**src/rtl/mesh_pkg.sv**
```systemverilog
`default_nettype none
// ============================================================================
// Module      : mesh_pkg
// Description : Shared flit layout, field extractors and injection FSM
//               encoding for the 2x2 mesh network interface.
// Revision    : 1.0 - initial release
// ============================================================================
package mesh_pkg;

    localparam int FLIT_LENGTH = 72;

    // Field positions inside a flit
    localparam int c_TYPE_LSB  = 70;
    localparam int c_TYPE_W    = 2;
    localparam int c_COORD_W   = 3;
    localparam int c_SX_LSB    = 67;
    localparam int c_SY_LSB    = 64;
    localparam int c_DX_LSB    = 61;
    localparam int c_DY_LSB    = 58;
    localparam int c_TIME_LSB  = 16;
    localparam int c_TIME_W    = 42;
    localparam int c_NUM_LSB   = 0;
    localparam int c_NUM_W     = 16;

    // Injection state machine encoding
    localparam logic [0:0] c_ST_IDLE = 1'b0;
    localparam logic [0:0] c_ST_REQ  = 1'b1;

    function automatic logic [c_TYPE_W-1:0] flit_type(input logic [FLIT_LENGTH-1:0] f);
        return f[c_TYPE_LSB +: c_TYPE_W];
    endfunction

    function automatic logic [c_COORD_W-1:0] flit_src_x(input logic [FLIT_LENGTH-1:0] f);
        return f[c_SX_LSB +: c_COORD_W];
    endfunction

    function automatic logic [c_COORD_W-1:0] flit_src_y(input logic [FLIT_LENGTH-1:0] f);
        return f[c_SY_LSB +: c_COORD_W];
    endfunction

    function automatic logic [c_COORD_W-1:0] flit_dst_x(input logic [FLIT_LENGTH-1:0] f);
        return f[c_DX_LSB +: c_COORD_W];
    endfunction

    function automatic logic [c_COORD_W-1:0] flit_dst_y(input logic [FLIT_LENGTH-1:0] f);
        return f[c_DY_LSB +: c_COORD_W];
    endfunction

    function automatic logic [c_TIME_W-1:0] flit_time(input logic [FLIT_LENGTH-1:0] f);
        return f[c_TIME_LSB +: c_TIME_W];
    endfunction

    function automatic logic [c_NUM_W-1:0] flit_num(input logic [FLIT_LENGTH-1:0] f);
        return f[c_NUM_LSB +: c_NUM_W];
    endfunction

endpackage
`default_nettype wire

```
**src/rtl/mesh_ni_fifo.sv**
```systemverilog
`default_nettype none
// ============================================================================
// Module      : mesh_ni_fifo
// Description : Synchronous FIFO for the injection path. Exposes the head
//               entry and the entry behind it so the injector can chain
//               back-to-back transfers.
// Revision    : 1.0 - initial release
// ============================================================================
module mesh_ni_fifo #(
    parameter int DEPTH = 8,
    parameter int WIDTH = 72
) (
    input  logic                     clk,
    input  logic                     rst,
    input  logic                     push,
    input  logic [WIDTH-1:0]         push_data,
    input  logic                     pop,
    output logic                     full,
    output logic                     empty,
    output logic [WIDTH-1:0]         head,
    output logic [WIDTH-1:0]         head_next,
    output logic [$clog2(DEPTH):0]   count
);

    localparam int                c_PTR_W     = $clog2(DEPTH);
    localparam logic [c_PTR_W:0]  c_DEPTH_CNT = (c_PTR_W+1)'(DEPTH);
    localparam logic [c_PTR_W-1:0] c_PTR_ONE  = c_PTR_W'(1);

    logic [WIDTH-1:0]   r_mem [DEPTH];
    logic [c_PTR_W-1:0] r_rd_ptr;
    logic [c_PTR_W-1:0] r_wr_ptr;
    logic [c_PTR_W:0]   r_count;
    logic               w_push_ok;
    logic               w_pop_ok;

    // A push while full is dropped even if a pop frees a slot this cycle
    assign w_push_ok = push && !full;
    assign w_pop_ok  = pop && !empty;

    assign full      = (r_count == c_DEPTH_CNT);
    assign empty     = (r_count == '0);
    assign count     = r_count;
    assign head      = r_mem[r_rd_ptr];
    assign head_next = r_mem[r_rd_ptr + c_PTR_ONE];

    // Pointer and occupancy bookkeeping; pointers wrap modulo DEPTH
    always_ff @(posedge clk) begin
        if (rst) begin
            r_rd_ptr <= '0;
            r_wr_ptr <= '0;
            r_count  <= '0;
        end else begin
            if (w_push_ok) begin
                r_wr_ptr <= r_wr_ptr + c_PTR_ONE;
            end
            if (w_pop_ok) begin
                r_rd_ptr <= r_rd_ptr + c_PTR_ONE;
            end
            case ({w_push_ok, w_pop_ok})
                2'b10:   r_count <= r_count + (c_PTR_W+1)'(1);
                2'b01:   r_count <= r_count - (c_PTR_W+1)'(1);
                default: r_count <= r_count;
            endcase
        end
    end

    // Storage array write port
    always_ff @(posedge clk) begin
        if (w_push_ok) begin
            r_mem[r_wr_ptr] <= push_data;
        end
    end

endmodule
`default_nettype wire

```
**src/rtl/mesh_ni.sv**
```systemverilog
`default_nettype none
// ============================================================================
// Module      : mesh_ni
// Description : Mesh node network interface. Injects time-released host
//               flits into the router local port and ejects router flits
//               to the host, tracking received flit numbers and misroutes.
// Revision    : 1.0 - initial release
// ============================================================================
module mesh_ni
    import mesh_pkg::*;
#(
    parameter int DEPTH = 8
) (
    input  logic                   clk,
    input  logic                   rst,
    input  logic [2:0]             lx,
    input  logic [2:0]             ly,
    input  logic                   tx_wr,
    input  logic [FLIT_LENGTH-1:0] tx_flit,
    output logic                   tx_full,
    output logic                   reqin,
    input  logic                   ackin,
    output logic [FLIT_LENGTH-1:0] datain,
    input  logic                   reqout,
    input  logic [FLIT_LENGTH-1:0] dataout,
    output logic                   ackout,
    output logic                   rx_valid,
    output logic [FLIT_LENGTH-1:0] rx_flit,
    input  logic                   rx_ready,
    output logic [63:0]            rx_seen,
    output logic [c_TIME_W-1:0]    cyc,
    output logic                   err_overflow,
    output logic                   err_misroute
);

    localparam int                 c_CNT_W = $clog2(DEPTH) + 1;
    localparam logic [c_CNT_W-1:0] c_TWO   = c_CNT_W'(2);

    logic [c_TIME_W-1:0]    r_cyc;
    logic                   w_push_req;
    logic                   w_full;
    logic                   w_empty;
    logic [FLIT_LENGTH-1:0] w_head;
    logic [FLIT_LENGTH-1:0] w_head_next;
    logic [c_CNT_W-1:0]     w_count;
    logic                   w_head_due;
    logic                   w_next_due;
    logic                   w_pop;
    logic [0:0]             r_state;
    logic [0:0]             w_state_nxt;
    logic                   r_err_overflow;
    logic                   r_rx_valid;
    logic [FLIT_LENGTH-1:0] r_rx_flit;
    logic [63:0]            r_rx_seen;
    logic                   r_err_misroute;
    logic                   w_capture;

    // Free-running cycle counter that sticks at all-ones
    always_ff @(posedge clk) begin
        if (rst) begin
            r_cyc <= '0;
        end else if (r_cyc != '1) begin
            r_cyc <= r_cyc + c_TIME_W'(1);
        end
    end

    // An all-zero flit is the end marker and never enters the queue
    assign w_push_req = tx_wr && (tx_flit != '0);

    mesh_ni_fifo #(
        .DEPTH (DEPTH),
        .WIDTH (FLIT_LENGTH)
    ) u_fifo (
        .clk       (clk),
        .rst       (rst),
        .push      (w_push_req),
        .push_data (tx_flit),
        .pop       (w_pop),
        .full      (w_full),
        .empty     (w_empty),
        .head      (w_head),
        .head_next (w_head_next),
        .count     (w_count)
    );

    // Sticky overflow flag for pushes rejected by a full queue
    always_ff @(posedge clk) begin
        if (rst) begin
            r_err_overflow <= 1'b0;
        end else if (w_push_req && w_full) begin
            r_err_overflow <= 1'b1;
        end
    end

    assign w_head_due = !w_empty && (flit_time(w_head) <= r_cyc);
    assign w_next_due = (w_count >= c_TWO) && (flit_time(w_head_next) <= r_cyc);

    // Injection state register
    always_ff @(posedge clk) begin
        if (rst) begin
            r_state <= c_ST_IDLE;
        end else begin
            r_state <= w_state_nxt;
        end
    end

    // Injection next-state and outputs; datain tracks the FIFO head, which only moves on a transfer
    always_comb begin
        w_state_nxt = r_state;
        w_pop       = 1'b0;
        reqin       = 1'b0;
        datain      = '0;
        case (r_state)
            c_ST_IDLE: begin
                if (w_head_due) begin
                    w_state_nxt = c_ST_REQ;
                end
            end
            c_ST_REQ: begin
                reqin  = 1'b1;
                datain = w_head;
                if (ackin) begin
                    w_pop = 1'b1;
                    if (!w_next_due) begin
                        w_state_nxt = c_ST_IDLE;
                    end
                end
            end
            default: begin
                w_state_nxt = c_ST_IDLE;
            end
        endcase
    end

    // Ejection accepts whenever the host-side holding register is free or being drained
    assign ackout    = reqout && (!r_rx_valid || rx_ready);
    assign w_capture = reqout && ackout;

    // Ejection capture, host handoff and receive bookkeeping
    always_ff @(posedge clk) begin
        if (rst) begin
            r_rx_valid     <= 1'b0;
            r_rx_flit      <= '0;
            r_rx_seen      <= '0;
            r_err_misroute <= 1'b0;
        end else if (w_capture) begin
            r_rx_flit                 <= dataout;
            r_rx_valid                <= 1'b1;
            r_rx_seen[dataout[5:0]]   <= 1'b1;
            if ((flit_dst_x(dataout) != lx) || (flit_dst_y(dataout) != ly)) begin
                r_err_misroute <= 1'b1;
            end
        end else if (rx_ready) begin
            r_rx_valid <= 1'b0;
        end
    end

    assign tx_full      = w_full;
    assign cyc          = r_cyc;
    assign err_overflow = r_err_overflow;
    assign rx_valid     = r_rx_valid;
    assign rx_flit      = r_rx_flit;
    assign rx_seen      = r_rx_seen;
    assign err_misroute = r_err_misroute;

endmodule
`default_nettype wire

```
**config.mk**
```make
export PLATFORM = sky130hd
export DESIGN_NAME = mesh_ni
export DESIGN_NICKNAME = d
export VERILOG_FILES = /design/src/rtl/mesh_pkg.sv /design/src/rtl/mesh_ni_fifo.sv /design/src/rtl/mesh_ni.sv
export SDC_FILE = /design/constraint.sdc
export NUM_CORES = 1
export LEC_CHECK = 0
export BUFFER_PORTS_ARGS = -buffer_cell sky130_fd_sc_hd__buf_2
export CAP_MARGIN = 10
export CORE_MARGIN = 2
export CORE_UTILIZATION = 40
export DETAILED_ROUTE_END_ITERATION = 7
export PLACE_DENSITY = 0.7
export SLEW_MARGIN = 10
export SYNTH_ARGS = -nofsm -noshare
export SYNTH_HDL_FRONTEND = slang
export SYNTH_SLANG_ARGS = --single-unit
```
**constraint.sdc**
```tcl
create_clock -name clk -period 8 [get_ports clk]
set_clock_uncertainty 0.15 [all_clocks]
set_input_delay 0.4 -clock clk [delete_from_list [all_inputs] [get_ports clk]]
set_output_delay 0.4 -clock clk [all_outputs]
set_load 0.01 [all_outputs]
```
**Yosys cells after proc, flatten, opt, wreduce, memory -nomap -nowiden**

Memories as Yosys holds them, arrays and structs flattened. A register that Yosys moved wholly into a read port is not among the register bits.
Index checks and enable logic that the tools add are counted.

- Bits in registers: 192
- Latch bits: 0
- Bits in writable memories: 576
- Memory bits (read-only): 0
- Word-level logic and storage cells: 65
- Memories kept: 1

- Add/sub/neg operators: 5
- $mul: 0
- Divide/modulo/power cells: 0
- Order comparisons: 5
- Eq/ne operators: 6
- Shifts and indexed selects: 0
- Mux-type cells: 17
- Bitwise operators: 2
- Reductions and logical operators: 19

Memory list:

| name | depth | bits a word | read ports | clocked after memory_dff | write ports | line | source |
|---|---|---|---|---|---|---|---|
| u_fifo.r_mem | 8 | 72 | 2 | 1 | 1 | mesh_ni_fifo.sv:29 | `logic [WIDTH-1:0] r_mem [DEPTH];` |

Operators by type and width:

| kind | number |
|---|---|
| $le 42x42->1 | 2 |
| $mux 72 | 1 |
| $reduce_bool 72->1 | 1 |
| $or 64x64->64 | 1 |
| $add 42x1->42 const B | 1 |
| $ne 42x42->1 const B | 1 |
| $mux 1 | 11 |
| $logic_and 1x1->1 | 9 |
| $pmux 4 s2 | 1 |
| $lt 6x7->1 const B | 1 |
| $add 3x1->3 const B | 2 |
| $demux 1 s6 | 1 |
| $ge 6x1->1 const B | 1 |
| $mux 3 | 2 |
| $ne 3x3->1 | 2 |
| $add 4x1->4 const B | 1 |
| $eq 4x4->1 const B | 1 |
| $ge 4x2->1 const B | 1 |
| $logic_not 4->1 | 1 |
| $reduce_bool 2->1 | 2 |
| $sub 4x1->4 const B | 1 |
| $logic_not 1->1 | 3 |
| $eq 2x1->1 const B | 1 |
| $eq 2x2->1 const B | 1 |
| 4 further kinds | 5 |

**Longest topological paths before layout**

An unclocked memory read counts as a cell.

- Word-level depth: 7
- Gate-level depth with buffers: 14

**By module**

From an unflattened synthesis, not the netlist that was laid out.

- Cells, all modules: 2342
- Area, all modules: 36079.6 µm²

Modules (own cells, without submodules):

| module | times used | cells an instance | area each (µm²) | seq. area each (µm²) |
|---|---|---|---|---|
| mesh_ni_fifo | 1 | 1162 | 26674.3 | 17556.8 |
| mesh_ni | 1 | 1180 | 9405.3 | 3643.5 |

**Worst setup path after synthesis**

Ideal clock, no wire load.

- Path type: input-to-reg
- Start point: input port tx_flit[29]
- End point: memory u_fifo.r_mem[2][0] (enable)
- Setup time: 0.605 ns
- Data arrival time: 6.598 ns
- Path slack: 0.647 ns
- Stages on the path: 7
- Path through: nor4_1 and4_1 nand3_1 o41a_1 nand2_1 or2_2 nor3b_1

- Cells in the longest elaborated chain, start to end: 5

Ends and longest elaborated chain:

| what | line | source |
|---|---|---|
| start, declared | mesh_ni.sv:19 | `input logic [FLIT_LENGTH-1:0] tx_flit,` |
| $reduce_bool 72->1 | mesh_ni.sv:68 | `assign w_push_req = tx_wr && (tx_flit != '0);` |
| $logic_and 1x1->1 | mesh_ni.sv:68 |  |
| $logic_and 1x1->1 | mesh_ni_fifo.sv:37 | `assign w_push_ok = push && !full;` |
| $mux 1 | mesh_ni_fifo.sv:69 | `if (w_push_ok) begin` |
| $mux 1 (implied by the code) | mesh_ni_fifo.sv:70 | `r_mem[r_wr_ptr] <= push_data;` |
| end, declared | mesh_ni_fifo.sv:29 |  |

Every way passes these cells.

**Worst setup path in the final report**

- Start point: register u_fifo.r_rd_ptr[0]
- End point: register r_state

- Cells in the longest elaborated chain, start to end: 7

Ends and longest elaborated chain:

| what | line | source |
|---|---|---|
| start, declared | mesh_ni_fifo.sv:30 | `logic [c_PTR_W-1:0] r_rd_ptr;` |
| start signal, assigned | mesh_ni_fifo.sv:57 | `r_rd_ptr <= r_rd_ptr + c_PTR_ONE;` |
| $add 3x1->3 | mesh_ni_fifo.sv:44 | `assign head_next = r_mem[r_rd_ptr + c_PTR_ONE];` |
| $mem_v2 8x72 | - |  |
| $le 42x42->1 | mesh_ni.sv:96 | `assign w_next_due = (w_count >= c_TWO) && (flit_time(w_head_next) <= r_cyc);` |
| $logic_and 1x1->1 | mesh_ni.sv:96 |  |
| $mux 1 | mesh_ni.sv:124 | `if (!w_next_due) begin` |
| $mux 1 | mesh_ni.sv:122 | `if (ackin) begin` |
| $pmux 1 s2 | mesh_ni.sv:113 | `case (r_state)` |
| end signal, assigned | mesh_ni.sv:101 | `r_state <= c_ST_IDLE;` |
| end signal, assigned | mesh_ni.sv:103 | `r_state <= w_state_nxt;` |
| end, declared | mesh_ni.sv:49 | `logic [0:0] r_state;` |

Every way passes these cells.
A chain may end at the register's enable or synchronous reset.

==> flow_summary.json <==
{
  "yosysSeqAreaShare_pct": 62.7,
  "synth_area_um2": 33800,
  "fin_tns_setup_ns": 0,
  "synth_nets": 2459,
  "clock-root-buffer": "clkbuf_16",
  "endpoint": "r_state",
  "drc": 0,
  "end_kind": "register",
  "fin_area_um2": 41400,
  "die_x_um": 295,
  "met3_usage_pct": 6.14,
  "dp.cells": 3667,
  "layout-drive-gt1-share_pct": 31.8,
  "pre_cts_ws_ns": 3.05,
  "fin_crit_ns": 4.90,
  "grt_pass1_vias": 22800,
  "status": "completed",
  "grtUsageMet1_pct": 25.5,
  "r2r_start": "u_fifo.r_rd_ptr[0]",
  "hold_class": "in2reg",
  "start_util_pct": 40.4,
  "cap_violations": 0,
  "path_max_fanout": 53,
  "drt-initial-drc-count": 1654,
  "io_pins": 412,
  "power_mw": 8.94,
  "grt_max_degree": 116,
  "hold_violations": 0,
  "cts-htree-levels": 3,
  "firstDrtPassIters": 8,
  "routabilityCongestion": 0.873,
  "syn_to_final_growth_pct": 22.6,
  "cp.arrival_ns": 5.29,
  "wl_per_cell_um": 24.8,
  "async_reset_ff_share_pct": 0,
  "utilization_pct": 49.5,
  "required_ns": 8.38,
  "worstReg2RegEnd": "r_state",
  "rr_worst_depth": 11,
  "core-area_um2": 83700,
  "setup_ws_ns": 3.10,
  "rsz0062_at_grt": "no",
  "grt_overflow": 0,
  "yosysUniqueCellTypes": 59,
  "grt_pass1_wl_mm": 143,
  "power_density_nw_per_um2": 216,
  "viasPerCell": 5.60,
  "clkLatencyLatePin_ns": 0.66,
  "drt-total-wl_mm": 98.4,
  "avgSynthCellArea_um2": 15.3,
  "rows": 106,
  "final_cells": 3970,
  "post_cts_buffers": 0,
  "grt_use_total_pct": 22.2,
  "timing.final.crit_share_pct": 61.3,
  "worstSetupStartpoint": "u_fifo.r_rd_ptr[0]",
  "dp_hpwl_mm": 63.7,
  "cts_sinks": 771,
  "r2r_slack_ns": 3.10,
  "die_area_um2": 86800,
  "ys_ff_latch": 771,
  "numCtsBuffers": 82,
  "max-vdd-ir-drop_mv": 0.186,
  "synth_edf_count": 576,
  "cts_tree": "yes",
  "slew_violations": 0,
  "path_clk_slew_ns": 0.06,
  "busiest_layer": "met2",
  "met2_usage_pct": 38.4,
  "cts_resized": 0,
  "numPortBuffers": 411,
  "leakage_nw": 14.4,
  "place_area_um2": 37200,
  "synth_warnings": 0,
  "hold_ws_ns": 0.0667,
  "ant_nets": 0,
  "setup_violations": 0,
  "via_count": 22200,
  "max_slew_margin_pct": 17.3,
  "fp.dieH_um": 295,
  "fin_nets": 3011,
  "fmax_ghz": 0.204,
  "syn_inst": 2212,
  "clock_path_buffers": 3,
  "synthFlopType": "edfxtp_1",
  "antenna_found_initial": 8,
  "path_class": "reg2reg",
  "worst_slew_pin_slew_ns": 1.23,
  "startpoint_type": "register"
}
[flip-flops by register name (all words and copies together), names as in the netlist, 3 cells and up, named ones only]
signal / count
u_fifo.r_mem: 576
rx_seen: 64
cyc: 42
u_fifo.r_rd_ptr: 3
u_fifo.r_wr_ptr: 3
rx_flit: 72
u_fifo.count: 4
[repair_timing]
item                                   in CTS  in global routing
hold buffers                              147                  0
endpoints found under the hold margin     651                  0
setup endpoints to repair                   0                  0
[where the power goes]
group	switching [mW]	internal [mW]
Sequential	0.0452	4.39
Combinational	0.385	0.293
Clock	1.64	2.19
[layout make-up]
cell class | instances | area, um2
fillers | 6788 | 42300
flip-flops and latches | 771 | 21200
multi-input cells | 1267 | 12000
repair buffers | 587 | 3760
clock buffers | 101 | 2200
well taps | 1134 | 1420
clock inverters | 50 | 563
inverters | 55 | 206
diodes | 5 | 12.5
[cells in the mapped netlist, types with 4 or more instances]
cell / instances / share of area (%)
nor4_1: 26 / 0.48
and4_1: 6 / 0.16
nand3_1: 23 / 0.34
mux2i_1: 34 / 1.0
nand2_1: 186 / 2.1
clkbuf_1: 88 / 0.98
nand2b_1: 5 / 0.093
inv_1: 55 / 0.61
dfxtp_1: 195 / 12
edfxtp_1: 576 / 51
buf_2: 19 / 0.28
nand4_1: 37 / 0.68
nor3b_1: 6 / 0.13
nor2b_1: 34 / 0.63
o211ai_1: 5 / 0.11
a21o_1: 4 / 0.089
xor2_1: 8 / 0.21
a21oi_1: 178 / 2.6
and2_1: 43 / 0.80
nor3_1: 27 / 0.40
mux2_2: 82 / 2.7
o21ai_0: 14 / 0.21
or3_1: 4 / 0.074
a31oi_1: 5 / 0.093
ha_1: 90 / 3.3
nor2_1: 139 / 1.5
mux4_2: 228 / 15
buf_1: 11 / 0.12
a211oi_1: 7 / 0.16
xnor2_1: 40 / 1.0
[placed cells by master (no fill, tap or decap), drive strengths merged, types with 40 or more instances in the layout]
cell / instances
buf: 440
mux2: 82
nand2: 186
clkbuf: 101
a21oi: 178
xnor2: 40
dfxtp: 195
inv: 61
mux4: 228
nor2: 139
dlygate4sd3: 147
edfxtp: 576
ha: 90
and2: 43
[worst max-delay path, stage by stage, from the launching register on]
cell	delay, ns
dfxtp_4	0.74
ha_4	0.71
buf_12	0.43
mux4_2	0.56
mux2_2	0.29
ha_1	0.33
nand4_1	0.21
a21oi_1	0.14
a211oi_1	0.57
o211ai_1	0.15
and4b_1	0.24
o32ai_1	0.20
[metal layers]
layer | vias up | wire [um]
met5 | - | 52
met3 | 235 | 8970
li1 | 9688 | -
met1 | 11200 | 35800
met2 | 1117 | 48700
met4 | 8 | 5000
[logic make-up after synthesis]
kind of cell | share of synthesized area (%)
buffers and inverters | 2.01
AOI/OAI and AO/OA | 3.73
and+or+nand+nor | 7.95
DFF | 62.7
muxes | 18.9
adders and majority gates | 3.39
xor gates and xnor gates | 1.24
[how the worst min path moves through the flow]
| stage | start | to | slack [ns] | cells after the start |
|---|---|---|---|---|
| finish | dataout[0] | rx_flit[0] | 0.07 | 3 |
| global route | dataout[0] | rx_flit[0] | 0.05 | 3 |
| CTS | dataout[0] | rx_flit[0] | 0.03 | 3 |
| detailed placement | rx_flit[15] | rx_flit[15] | 0.29 | 2 |
| global placement | rx_flit[7] | rx_flit[7] | 0.29 | 2 |
| floorplan | u_fifo.r_wr_ptr[0] | u_fifo.r_wr_ptr[0] | 0.31 | 2 |
(Power assumes the default switching activity.)
